==> src/rtl/dmem_arbiter_pkg.sv <==
// Shared memory-bus definitions for the dcache/icache to memory arbiter.
// Bus command encoding, tag type and owner-table entry layout.
package dmem_arbiter_pkg;

    localparam int XLEN         = 32;
    localparam int NUM_MEM_TAGS = 16;

    typedef enum logic [1:0] {
        BUS_NONE  = 2'h0,
        BUS_LOAD  = 2'h1,
        BUS_STORE = 2'h2
    } BUS_COMMAND;

    typedef logic [3:0] MEM_TAG;

    typedef struct packed {
        logic valid;
        logic owner_is_d;
    } TAG_OWNER_ENTRY;

    function automatic logic bus_active(input BUS_COMMAND cmd);
        return cmd != BUS_NONE;
    endfunction

endpackage

==> src/rtl/dmem_arbiter_if.sv <==
// Bundle of the dcache, icache and memory bus signals seen by the arbiter.
// The slave modport is the arbiter's view; master is the surrounding system.
interface dmem_arbiter_if
    import dmem_arbiter_pkg::*;
    ();

    BUS_COMMAND        proc2Dmem_command;
    logic [XLEN-1:0]   proc2Dmem_addr;
    logic [63:0]       proc2Dmem_data;
    MEM_TAG            Dmem2proc_response;
    logic [63:0]       Dmem2proc_data;
    MEM_TAG            Dmem2proc_tag;

    BUS_COMMAND        proc2Imem_command;
    logic [XLEN-1:0]   proc2Imem_addr;
    MEM_TAG            Imem2proc_response;
    logic [63:0]       Imem2proc_data;
    MEM_TAG            Imem2proc_tag;

    BUS_COMMAND        proc2mem_command;
    logic [XLEN-1:0]   proc2mem_addr;
    logic [63:0]       proc2mem_data;
    MEM_TAG            mem2proc_response;
    logic [63:0]       mem2proc_data;
    MEM_TAG            mem2proc_tag;

    modport slave (
        input  proc2Dmem_command, proc2Dmem_addr, proc2Dmem_data,
        output Dmem2proc_response, Dmem2proc_data, Dmem2proc_tag,
        input  proc2Imem_command, proc2Imem_addr,
        output Imem2proc_response, Imem2proc_data, Imem2proc_tag,
        output proc2mem_command, proc2mem_addr, proc2mem_data,
        input  mem2proc_response, mem2proc_data, mem2proc_tag
    );

    modport master (
        output proc2Dmem_command, proc2Dmem_addr, proc2Dmem_data,
        input  Dmem2proc_response, Dmem2proc_data, Dmem2proc_tag,
        output proc2Imem_command, proc2Imem_addr,
        input  Imem2proc_response, Imem2proc_data, Imem2proc_tag,
        input  proc2mem_command, proc2mem_addr, proc2mem_data,
        output mem2proc_response, mem2proc_data, mem2proc_tag
    );

endinterface

==> src/rtl/dmem_arbiter_owner_table.sv <==
// Per-tag owner table: records which cache issued each outstanding load and
// flags returns with no owner or accepts that clobber a live entry (sticky).
module mem_tag_owner_table
    import dmem_arbiter_pkg::*;
#(
    parameter int NUM_TAGS = NUM_MEM_TAGS
) (
    input  logic   clk,
    input  logic   reset,
    input  logic   alloc_en_i,
    input  MEM_TAG alloc_tag_i,
    input  logic   alloc_is_d_i,
    input  MEM_TAG ret_tag_i,
    output logic   ret_valid_o,
    output logic   ret_is_d_o,
    output logic   err_o
);

    TAG_OWNER_ENTRY table_q [NUM_TAGS];
    TAG_OWNER_ENTRY table_d [NUM_TAGS];
    TAG_OWNER_ENTRY ret_entry;
    logic           err_q, err_d;
    logic           ret_hit, alloc_ok, same_tag_turnover;

    always_comb begin
        ret_entry         = table_q[ret_tag_i];
        ret_hit           = (ret_tag_i != '0) && ret_entry.valid;
        alloc_ok          = alloc_en_i && (alloc_tag_i != '0);
        same_tag_turnover = ret_hit && (ret_tag_i == alloc_tag_i);

        ret_valid_o = ret_hit;
        ret_is_d_o  = ret_entry.owner_is_d;

        table_d = table_q;
        if (ret_hit)
            table_d[ret_tag_i].valid = 1'b0;
        // Allocation is applied after release so a same-cycle re-accept wins.
        if (alloc_ok)
            table_d[alloc_tag_i] = '{valid: 1'b1, owner_is_d: alloc_is_d_i};

        err_d = err_q;
        if ((ret_tag_i != '0) && !ret_entry.valid)
            err_d = 1'b1;
        if (alloc_ok && table_q[alloc_tag_i].valid && !same_tag_turnover)
            err_d = 1'b1;
    end

    always_ff @(posedge clk or posedge reset) begin
        if (reset) begin
            for (int k = 0; k < NUM_TAGS; k++)
                table_q[k] <= '0;
            err_q <= 1'b0;
        end else begin
            table_q <= table_d;
            err_q   <= err_d;
        end
    end

    assign err_o = err_q;

endmodule

==> src/rtl/dmem_arbiter.sv <==
// Two-into-one memory port arbiter: dcache priority with an icache starvation
// guard, and tag-based steering of returning load data to its requester.
module dmem_arbiter
    import dmem_arbiter_pkg::*;
#(
    parameter int STARVE_LIMIT = 8
) (
    input  logic           clk,
    input  logic           reset,
    dmem_arbiter_if.slave  bus,
    output logic           arb_tag_error
);

    localparam int CNT_W = $clog2(STARVE_LIMIT + 1);

    logic [CNT_W-1:0] starve_q, starve_d;
    logic             d_req, i_req, starved;
    logic             grant_d, grant_i;
    BUS_COMMAND       granted_cmd;
    logic             alloc_en;
    logic             ret_valid, ret_is_d;

    always_comb begin
        d_req   = bus_active(bus.proc2Dmem_command);
        i_req   = bus_active(bus.proc2Imem_command);
        starved = (starve_q >= CNT_W'(STARVE_LIMIT));
        grant_d = d_req && !(starved && i_req);
        grant_i = i_req && !grant_d;
    end

    always_comb begin
        granted_cmd            = BUS_NONE;
        bus.proc2mem_command   = BUS_NONE;
        bus.proc2mem_addr      = '0;
        bus.proc2mem_data      = '0;
        bus.Dmem2proc_response = '0;
        bus.Imem2proc_response = '0;
        if (grant_d) begin
            granted_cmd            = bus.proc2Dmem_command;
            bus.proc2mem_command   = bus.proc2Dmem_command;
            bus.proc2mem_addr      = bus.proc2Dmem_addr;
            bus.proc2mem_data      = bus.proc2Dmem_data;
            bus.Dmem2proc_response = bus.mem2proc_response;
        end else if (grant_i) begin
            granted_cmd            = bus.proc2Imem_command;
            bus.proc2mem_command   = bus.proc2Imem_command;
            bus.proc2mem_addr      = bus.proc2Imem_addr;
            bus.Imem2proc_response = bus.mem2proc_response;
        end
    end

    // Counts consecutive icache denials; saturates at the limit instead of wrapping.
    always_comb begin
        starve_d = starve_q;
        if (!i_req || grant_i)
            starve_d = '0;
        else if (grant_d && (starve_q < CNT_W'(STARVE_LIMIT)))
            starve_d = starve_q + 1'b1;
    end

    always_ff @(posedge clk or posedge reset) begin
        if (reset)
            starve_q <= '0;
        else
            starve_q <= starve_d;
    end

    // Only loads produce a return, so only they claim a tag owner.
    assign alloc_en = (granted_cmd == BUS_LOAD) && (bus.mem2proc_response != '0);

    mem_tag_owner_table #(
        .NUM_TAGS (NUM_MEM_TAGS)
    ) u_owner_table (
        .clk          (clk),
        .reset        (reset),
        .alloc_en_i   (alloc_en),
        .alloc_tag_i  (bus.mem2proc_response),
        .alloc_is_d_i (grant_d),
        .ret_tag_i    (bus.mem2proc_tag),
        .ret_valid_o  (ret_valid),
        .ret_is_d_o   (ret_is_d),
        .err_o        (arb_tag_error)
    );

    always_comb begin
        bus.Dmem2proc_data = bus.mem2proc_data;
        bus.Imem2proc_data = bus.mem2proc_data;
        bus.Dmem2proc_tag  = (ret_valid &&  ret_is_d) ? bus.mem2proc_tag : '0;
        bus.Imem2proc_tag  = (ret_valid && !ret_is_d) ? bus.mem2proc_tag : '0;
    end

endmodule

==> src/flat_wrapper.sv <==
// flat-port wrapper written by rule: the top's interface ports become plain ports
module dmem_arbiter_flat import dmem_arbiter_pkg::*;
#(
    parameter int STARVE_LIMIT = 8
)
  (clk, reset, arb_tag_error, bus_proc2Dmem_command, bus_proc2Dmem_addr, bus_proc2Dmem_data, bus_Dmem2proc_response, bus_Dmem2proc_data, bus_Dmem2proc_tag, bus_proc2Imem_command, bus_proc2Imem_addr, bus_Imem2proc_response, bus_Imem2proc_data, bus_Imem2proc_tag, bus_proc2mem_command, bus_proc2mem_addr, bus_proc2mem_data, bus_mem2proc_response, bus_mem2proc_data, bus_mem2proc_tag);
  dmem_arbiter_if bus_i ();
  input  logic clk;
  input  logic reset;
  output logic arb_tag_error;
  input wire logic [$bits(bus_i.proc2Dmem_command)-1:0] bus_proc2Dmem_command;
  input wire logic [$bits(bus_i.proc2Dmem_addr)-1:0] bus_proc2Dmem_addr;
  input wire logic [$bits(bus_i.proc2Dmem_data)-1:0] bus_proc2Dmem_data;
  output wire logic [$bits(bus_i.Dmem2proc_response)-1:0] bus_Dmem2proc_response;
  output wire logic [$bits(bus_i.Dmem2proc_data)-1:0] bus_Dmem2proc_data;
  output wire logic [$bits(bus_i.Dmem2proc_tag)-1:0] bus_Dmem2proc_tag;
  input wire logic [$bits(bus_i.proc2Imem_command)-1:0] bus_proc2Imem_command;
  input wire logic [$bits(bus_i.proc2Imem_addr)-1:0] bus_proc2Imem_addr;
  output wire logic [$bits(bus_i.Imem2proc_response)-1:0] bus_Imem2proc_response;
  output wire logic [$bits(bus_i.Imem2proc_data)-1:0] bus_Imem2proc_data;
  output wire logic [$bits(bus_i.Imem2proc_tag)-1:0] bus_Imem2proc_tag;
  output wire logic [$bits(bus_i.proc2mem_command)-1:0] bus_proc2mem_command;
  output wire logic [$bits(bus_i.proc2mem_addr)-1:0] bus_proc2mem_addr;
  output wire logic [$bits(bus_i.proc2mem_data)-1:0] bus_proc2mem_data;
  input wire logic [$bits(bus_i.mem2proc_response)-1:0] bus_mem2proc_response;
  input wire logic [$bits(bus_i.mem2proc_data)-1:0] bus_mem2proc_data;
  input wire logic [$bits(bus_i.mem2proc_tag)-1:0] bus_mem2proc_tag;
  assign bus_i.proc2Dmem_command = bus_proc2Dmem_command;
  assign bus_i.proc2Dmem_addr = bus_proc2Dmem_addr;
  assign bus_i.proc2Dmem_data = bus_proc2Dmem_data;
  assign bus_Dmem2proc_response = bus_i.Dmem2proc_response;
  assign bus_Dmem2proc_data = bus_i.Dmem2proc_data;
  assign bus_Dmem2proc_tag = bus_i.Dmem2proc_tag;
  assign bus_i.proc2Imem_command = bus_proc2Imem_command;
  assign bus_i.proc2Imem_addr = bus_proc2Imem_addr;
  assign bus_Imem2proc_response = bus_i.Imem2proc_response;
  assign bus_Imem2proc_data = bus_i.Imem2proc_data;
  assign bus_Imem2proc_tag = bus_i.Imem2proc_tag;
  assign bus_proc2mem_command = bus_i.proc2mem_command;
  assign bus_proc2mem_addr = bus_i.proc2mem_addr;
  assign bus_proc2mem_data = bus_i.proc2mem_data;
  assign bus_i.mem2proc_response = bus_mem2proc_response;
  assign bus_i.mem2proc_data = bus_mem2proc_data;
  assign bus_i.mem2proc_tag = bus_mem2proc_tag;
  dmem_arbiter #(.STARVE_LIMIT(STARVE_LIMIT)) u_core (.clk(clk), .reset(reset), .bus(bus_i), .arb_tag_error(arb_tag_error));
endmodule
==> config.mk <==
export PLATFORM = sky130hd
export DESIGN_NAME = dmem_arbiter_flat
export DESIGN_NICKNAME = d
export VERILOG_FILES = /design/src/rtl/dmem_arbiter_pkg.sv /design/src/rtl/dmem_arbiter_if.sv /design/src/rtl/dmem_arbiter_owner_table.sv /design/src/rtl/dmem_arbiter.sv /design/src/flat_wrapper.sv
export SDC_FILE = /design/constraint.sdc
export NUM_CORES = 1
export LEC_CHECK = 0
export ABC_AREA = 1
export BUFFER_PORTS_ARGS = -buffer_cell sky130_fd_sc_hd__clkbuf_2
export CAP_MARGIN = 20
export CORE_AREA = 2 2 173 175
export DETAILED_ROUTE_END_ITERATION = 8
export DIE_AREA = 0 0 175 177
export MAX_ROUTING_LAYER = met4
export PLACE_DENSITY = 0.37
export SYNTH_ARGS = -nofsm -noshare
export SYNTH_HDL_FRONTEND = slang
export SYNTH_SLANG_ARGS = --single-unit
==> constraint.sdc <==
create_clock -name clk -period 1.8 [get_ports clk]
set_input_delay 0.18 -clock clk [delete_from_list [all_inputs] [get_ports clk]]
set_output_delay 0.18 -clock clk [all_outputs]
set_load 0.01 [all_outputs]
-- Word level (Yosys, flattened, before mapping)
Cells that the tools add are included.
W data, S select, Z words.
- flip-flop bits (word level): 37
- bits of input ports: 206
- output and inout port bits: 243
- add/sub/neg operators: 1
- magnitude comparators: 6
- equal/unequal tests: 2
- muxes and demuxes: 28
- bitwise gates (word level): 2
- reductions and logical operators: 28
- operator list (cell ; number):
    $mux W32 ; 4
    $bwmux W32 ; 2
    $mux W64 ; 1
    $mux W4 ; 7
    $bmux W2 S4 ; 2
    $demux W2 S4 ; 2
    $mux W2 ; 8
    $logic_and A1 B1 Y1 ; 15
    $ge A5 B5 Y1 const B ; 2
    $lt A5 B1 Y1 const B ; 2
    $not A4 Y5 ; 2
    $reduce_bool A2 Y1 ; 4
    $reduce_bool A4 Y1 ; 2
    $logic_not A1 Y1 ; 6
    $add A4 B1 Y4 const B ; 1
    $eq A4 B4 Y1 ; 1
    $ge A4 B4 Y1 const B ; 1
    $lt A4 B4 Y1 const B ; 1
    $eq A2 B1 Y1 const B ; 1
    $mux W1 ; 2
    $logic_or A1 B1 Y1 ; 1

-- Logic depth before layout (Yosys ltp)
Gate-level depths: netlist (run 1).
- depth in word-level cells: 14
- depth in mapped cells: 13
- gate-level depth less buffers: 12

-- Hierarchy
From an unflattened synthesis (run 1), not the netlist that was laid out.
- cells, all modules: 707
- area, all modules: 4156.5 um^2
- modules (own cells, without submodules) (module ; instances ; cells each ; area each (um^2) ; seq. area each (um^2)):
    dmem_arbiter ; 1 ; 429 ; 2259.7 ; 100.1
    mem_tag_owner_table ; 1 ; 278 ; 1896.8 ; 825.8

-- Worst setup path after synthesis (run 1)
No wires, ideal clock.
- path kind: input port to output port
- from: input bus_mem2proc_tag[1]
- to: output bus_Dmem2proc_tag[0]
- arrival time: 1.203 ns
- data required time: 1.620 ns
- setup slack: 0.417 ns
- stages: 11
- buffers on the path: 2
- cells stage by stage: buf_2 inv_2 buf_2 nand3_1 nand4_1 nand2_1 nand2_1 inv_1 nand2_1 nand3_1 nor2_1
- longest elaborated chain between the ends: 7
- elaborated cells on any way between the ends: 8
- ends and longest elaborated chain (item ; line ; text):
    start: declaration ; flat_wrapper.sv:27 ; input wire logic [$bits(bus_i.mem2proc_tag)-1:0] bus_mem2proc_tag;
    $not A4 Y5 (not written as such) ; dmem_arbiter_owner_table.sv:26 ; ret_entry = table_q[ret_tag_i];
    $bmux W2 S4 ; dmem_arbiter_owner_table.sv:26 ;
    $mux W2 (not written as such) (2 in series) ; dmem_arbiter_owner_table.sv:26 ;
    $logic_and A1 B1 Y1 ; dmem_arbiter_owner_table.sv:27 ; ret_hit = (ret_tag_i != '0) && ret_entry.valid;
    $logic_and A1 B1 Y1 * ; dmem_arbiter.sv:88 ; bus.Dmem2proc_tag = (ret_valid && ret_is_d) ? bus.mem2proc_tag : '0;
    $mux W4 * ; dmem_arbiter.sv:88 ;
    end: declaration ; flat_wrapper.sv:16 ; output wire logic [$bits(bus_i.Dmem2proc_tag)-1:0] bus_Dmem2proc_tag;
Every way passes the cells marked *; elsewhere a longest branch is shown, timed or not. The select of a mux whose other input is x is not followed.

-- Worst setup path after layout (run 1)
- from: register u_core.u_owner_table.table_q[24] (netlist bit)
- to: output bus_Imem2proc_tag[0]
- longest elaborated chain between the ends: 6
- ends and longest elaborated chain (item ; line ; text):
    start: declaration ; dmem_arbiter_owner_table.sv:19 ; TAG_OWNER_ENTRY table_q [NUM_TAGS];
    start signal: assignment ; dmem_arbiter_owner_table.sv:54 ; table_q <= table_d;
    $bmux W2 S4 ; dmem_arbiter_owner_table.sv:26 ;
    $mux W2 (not written as such) (2 in series) ; dmem_arbiter_owner_table.sv:26 ;
    $logic_not A1 Y1 ; dmem_arbiter.sv:89 ; bus.Imem2proc_tag = (ret_valid && !ret_is_d) ? bus.mem2proc_tag : '0;
    $logic_and A1 B1 Y1 ; dmem_arbiter.sv:89 ;
    $mux W4 ; dmem_arbiter.sv:89 ;
    end: declaration ; flat_wrapper.sv:21 ; output wire logic [$bits(bus_i.Imem2proc_tag)-1:0] bus_Imem2proc_tag;
Every way passes these cells. The select of a mux whose other input is x is not followed.

==> results of run 1 <==
-- logic make-up after synthesis --
group	Yosys count	share of synthesized area, %
fa+ha+maj	2	0.590
simple gates	383	38.0
flops	37	21.8
xor+xnor	4	0.827
compound gates	29	4.04
buf+inv	255	34.7
-- layout by cell type, fill, tap and decap left out --
cell	count
clkbuf_2	246
nand2_1	186
nor2_1	97
inv_1	89
nand3_1	58
dfrtp_1	37
o21ai_0	22
nand4_1	18
buf_4	15
buf_2	9
nor2_2	8
clkbuf_16	6
inv_2	5
nand2_2	4
o21ai_1	3
inv_4	3
xor2_1	3
nand2_4	2
nor2_4	2
nand3_2	2
nand3_4	2
nor3_1	2
ha_1	2
buf_16	2
a21oi_2	1
o21ai_4	1
or2_1	1
nand2_8	1
a21oi_4	1
inv_8	1
xnor2_1	1
a21oi_1	1
clkinv_2	1
inv_6	1
clkinvlp_4	1
clkbuf_4	1
buf_6	1
-- per-layer routing --
layer,up-vias,share of wire [%]
li1,2274,-
met1,2032,44
met2,222,45
met3,72,7.1
met4,0,3.9
met5,-,0
-- registers in the layout, indices dropped and copies added (netlist names) --
register / flops
u_core.u_owner_table.table_q: 32
u_core.u_owner_table.err_o: 1
u_core.starve_q: 4
-- tightest hold or removal path, cell delays in order --
cell and delay, ns:
clkbuf_2 0.08, inv_1 0.04, buf_4 0.43
-- cell type report --
cell class,instances,area (sq um)
Fill cell,3459,23900
Sequential cell,37,926
Multi-Input combinational cell,418,1910
Tap cell,390,488
Clock inverter,3,21.3
Clock buffer,5,125
Timing Repair Buffer,275,1490
Inverter,98,383
-- stage by stage --
| stage | setup slack (ns) | hold slack, ns | instances | cell area [sq um] |
|---|---|---|---|---|
| 6_report | 0.0646 | 0.00494 | 1226 | 5340 |
| 3_5_place_dp | -0.0701 | 0.346 | 1215 | 5050 |
| 4_1_cts | 0.00312 | 0.0304 | 1224 | 5240 |
| 5_1_grt | -0.0806 | 0.0614 | 1226 | 5340 |
| 3_3_place_gp | -0.0419 | 0.346 | 1215 | 5050 |
| 2_1_floorplan | 0.417 | 0.360 | 710 | 4240 |
-- how the worst max path moves through the flow --
stage                            to                             start
2_1_floorplan  bus_Dmem2proc_tag[0]               bus_mem2proc_tag[1]
3_3_place_gp   bus_Dmem2proc_tag[2]               bus_mem2proc_tag[1]
3_5_place_dp   bus_Dmem2proc_tag[2]               bus_mem2proc_tag[1]
4_1_cts        bus_Dmem2proc_tag[2]               bus_mem2proc_tag[1]
5_1_grt        bus_Imem2proc_tag[3]  u_core.u_owner_table.table_q[27]
6_report       bus_Imem2proc_tag[0]  u_core.u_owner_table.table_q[24]
-- power breakdown --
group          total (mW)  switching [mW]  internal [mW]
combinational        1.33           0.796          0.531
clock               0.886           0.370          0.516
sequential           1.13           0.139          0.996
-- Yosys cell counts (all sizes together) --
| master | instances | area, sq um |
|---|---|---|
| or2 | 1 | 6.26 |
| nand4 | 18 | 113 |
| a21oi | 3 | 30.0 |
| xor2 | 3 | 26.3 |
| dfrtp | 37 | 926 |
| ha | 2 | 25.0 |
| buf | 143 | 1050 |
| clkbuf | 14 | 52.6 |
| nand2 | 193 | 749 |
| xnor2 | 1 | 8.76 |
| inv | 98 | 370 |
| o21ai | 26 | 141 |
| nand3 | 62 | 315 |
| nor2 | 107 | 417 |
| nor3 | 2 | 10.0 |
-- timing repair --
action,CTS,global route
setup endpoints to repair,40,21
resized for setup,9,27
pin swaps,2,3
buffers inserted,1,1
gates cloned,0,1
==> flow_summary.toml, run 1 <==
[die]
rows = 63
die_area_sq_um = 31000
chipWidth_um = 175
dieHeight_um = 177
io_pins = 449
core_sq_um = 29200
initial_core_util_pct = 14.5

[power]
power_density_nw_per_um2 = 627
power_leakage_nw = 3.24
irDropWorstVdd_mv = 0.330
power.total_mw = 3.35

[setup_path]
r2r-end = "u_core.u_owner_table.table_q[28]"
cp_num_cells = 8
path_buf_inv = 1
rr_worst_depth = 8
endpoint_kind = "output port"
slowest_stage = "dfrtp_1"
r2r_start = "u_core.starve_q[3]"
r2r_setup_slack_ns = 0.13
crit_family = "simple AND/OR/NAND/NOR gates"
crit_chain = "nand3_1 > nand4_1 > nand2_1 > nand2_1 > nor2_2 > nand3_4 > nor2_1 > buf_2"
path_common_cell = "nand2_1"
required_ns = 1.62
startpoint_type = "register"
critical_path.max_stage_delay_ns = 0.40
crit_fanout = 4
arrival_ns = 1.56
criticalPathCategory = "reg2out"

[sta]
clock.fmax_mhz = 576
drv_slew = 0
worst_slew_pin_slew_ns = 0.536
fin_crit_ns = 1.74
finalSetupViolCount = 0
tns_ns = 0
fin_skew_ns = 0.0138
hold_violations = 0
slew_headroom_pct = 64.3
rsz0062_at_grt = "true"
fin_crit_sh_pct = 96.4

[synthesis]
ys_ff_latch = 37
synth_area_sq_um = 4240
ys_warn_count = 0
syn_inst = 710
ys_types = 28
ys_seq_area_share_pct = 21.8
avgSynthCellArea_sq_um = 5.97
synth_nets = 918

[cells_and_area]
nNetsFinal = 1043
diodes = 0
drive_above_1_share_pct = 37.8
synthToLayoutAreaGrowth_pct = 25.9
final_util_pct = 18.3

[clock_network]
cts_buffers = 5
cts_tree = "yes"
cts_root_buf = "clkbuf_16"
clockBufferDepth = 2
clk_latency_ns = 0.29
cts_sinks = 37
clk_pin_slew_worst_paths_ns = 0.06
htreeDepth = 2
hold_buffers = 0

[flow_run]
maxCapViolations = 0

[place]
portBuffers = 256
place_congestion = 0.773
hpwl_um = 15100

[grt]
grt_max_degree = 61
overflow = 0
grt_pass1_wl_um = 26400
grt_util_met3_pct = 2.38
grt_pass1_vias = 4252
grt.total_usage_pct = 11.5
grtUsageMet2_pct = 17.1
antenna_found_initial = 0
grt_use_met1_pct = 15.2
top_usage_layer = "met2"

[drt]
detail_route.iter0.violations = 270
drc = 0
ant_nets = 0
vias = 4600
drtPass1Iterations = 4
routed_via_density = 3.75
wl_um = 18600
detail_route.wl_per_cell_um = 15.2

[min_path]
min_path_type = "in2async"

[status]
status = "finished clean"
No activity file was read; power rests on OpenSTA's default activity.
==> inputs of run 2 (changes only) <==
==> constraint.sdc (replaced) <==
create_clock -name clk -period 1.8 [get_ports clk]
set_input_delay 0.18 -clock clk [delete_from_list [all_inputs] [get_ports clk]]
set_output_delay 0.18 -clock clk [all_outputs]
set_load 0.02 [all_outputs]
==> flow_summary.toml, run 2 (synthesis results as in run 1) <==
[status]
status = "finished with violations"
violations = "negative hold slack"

[cells_and_area]
nNetsFinal = 1054
final_util_pct = 19.0
stdcell_count = 1237
drive_above_1_share_pct = 39.0
fill_cells = 3409
final_cell_mix = "clkbuf_2 (241), nand2_1 (186), nor2_1 (94)"
diodes = 0
synthToLayoutAreaGrowth_pct = 31.2
largest-register = "u_core.u_owner_table.table_q"
stdcell_area_sq_um = 5560
largest_reg_flops = 32
final_common_cell = "clkbuf_2"

[die]
core_sq_um = 29200
initial_core_util_pct = 14.5
rows = 63
chipWidth_um = 175
dieHeight_um = 177
io_pins = 449
die_area_sq_um = 31000

[clock_network]
cts_sinks = 37
clockBufferDepth = 2
hold_buffers = 0
htreeDepth = 2
cts_tree = "yes"
cts_root_buf = "clkbuf_16"
clk_pin_slew_worst_paths_ns = 0.06
cts_buffers = 5
clk_latency_ns = 0.29

[sta]
slew_headroom_pct = 65.5
hold_violations = 14
fin_crit_sh_pct = 98.6
finalSetupViolCount = 0
worst_slew_pin_slew_ns = 0.518
rsz0062_at_grt = "true"
fin_skew_ns = 0.00379
tns_ns = 0
clock.fmax_mhz = 564
drv_slew = 0
fin_crit_ns = 1.77
hold_slack_ns = -0.00781

[drt]
drtPass1Iterations = 6
routed_via_density = 3.73
wl_um = 18900
ant_nets = 0
vias = 4617
detail_route.wl_per_cell_um = 15.3
drc = 0
detail_route.iter0.violations = 225

[grt]
grt_pass1_vias = 4471
antenna_found_initial = 0
grt_max_degree = 60
grt_pass1_wl_um = 26600
grt.total_usage_pct = 11.5
overflow = 0

[power]
power.total_mw = 3.60
irDropWorstVdd_mv = 0.291
power_density_nw_per_um2 = 647
power_leakage_nw = 3.32

[setup_path]
crit_fanout = 30
crit_family = "simple AND/OR/NAND/NOR gates"
crit_chain = "nand2_2 > nand2_8 > buf_16 > nor2_1 > clkbuf_2"
criticalPathCategory = "reg2out"
endpoint_kind = "output port"
path_buf_inv = 2
startpoint_type = "register"
required_ns = 1.62
critical_path.max_stage_delay_ns = 0.39
slowest_stage = "dfrtp_1"
arrival_ns = 1.59

[place]
dp_cells = 1219
post_dp_cell_area_sq_um = 5110
place_congestion = 0.779
portBuffers = 256
hpwl_um = 15200

[min_path]
min_path_type = "in2async"

[flow_run]
maxCapViolations = 0
==> run 2: through the flow <==
step | setup WS (ns) | hold slack [ns]
5_1_grt | -0.0921 | 0.0490
6_report | 0.0255 | -0.00781
3_3_place_gp | 0.0836 | 0.338
2_1_floorplan | 0.295 | 0.360
4_1_cts | 0.0118 | 0.0216
3_5_place_dp | 0.0358 | 0.331
==> run 2: worst paths after layout <==
path / start / endpoint / slack [ns] / depth (start not counted)
max in group asynchronous: reset / u_core.starve_q[0] / 1.45 / 3
min: reset / u_core.u_owner_table.table_q[2] / -0.008 / 3
max: u_core.starve_q[3] / bus_proc2mem_data[7] / 0.03 / 5
min reg2reg: u_core.u_owner_table.table_q[31] / u_core.u_owner_table.table_q[31] / 0.38 / 0
min in group clk: bus_mem2proc_data[27] / bus_Dmem2proc_data[27] / 0.36 / 0
max reg2reg: u_core.starve_q[3] / u_core.u_owner_table.table_q[26] / 0.19 / 8
==> run 2: cell type report <==
| class | count | area, sq um | area share, % |
|---|---|---|---|
| repair buffers | 286 | 1710 | 30.8 |
| well taps | 390 | 488 | 8.78 |
| flip-flops and latches | 37 | 926 | 16.7 |
| clock buffers | 5 | 125 | 2.25 |
| inverters | 98 | 373 | 6.71 |
| multi-input cells | 418 | 1920 | 34.5 |
| clock inverters | 3 | 17.5 | 0.315 |
==> run 2: repair_timing <==
item	in CTS	in global routing
endpoints found under the setup margin	8	29
pin swaps	0	7
cloned	0	4
gates resized for setup	5	53
buffers inserted	3	3
==> run 2: where the power goes <==
| group | switching [mW] | total [mW] | internal, mW |
|---|---|---|---|
| Sequential | 0.148 | 1.14 | 0.996 |
| Clock | 0.374 | 0.882 | 0.508 |
| Combinational | 0.974 | 1.57 | 0.596 |
==> run 2: worst register-to-register path, stage by stage, from the launching register on <==
cell	delay, ns
dfrtp_1	0.39
nand2_2	0.13
nand2_8	0.11
a21oi_4	0.31
nand2_4	0.11
inv_4	0.18
nand3_1	0.13
nand2_1	0.09
nand2_1	0.04
==> run 2: metal layers <==
layer / global-route usage [%] / vias to the layer above / routed length [um]
met5: - / - / 0
met2: 17.6 / 204 / 8660
met3: 3.07 / 76 / 1450
met1: 14.1 / 2051 / 8020
met4: 5.42 / 0 / 743
li1: - / 2286 / -
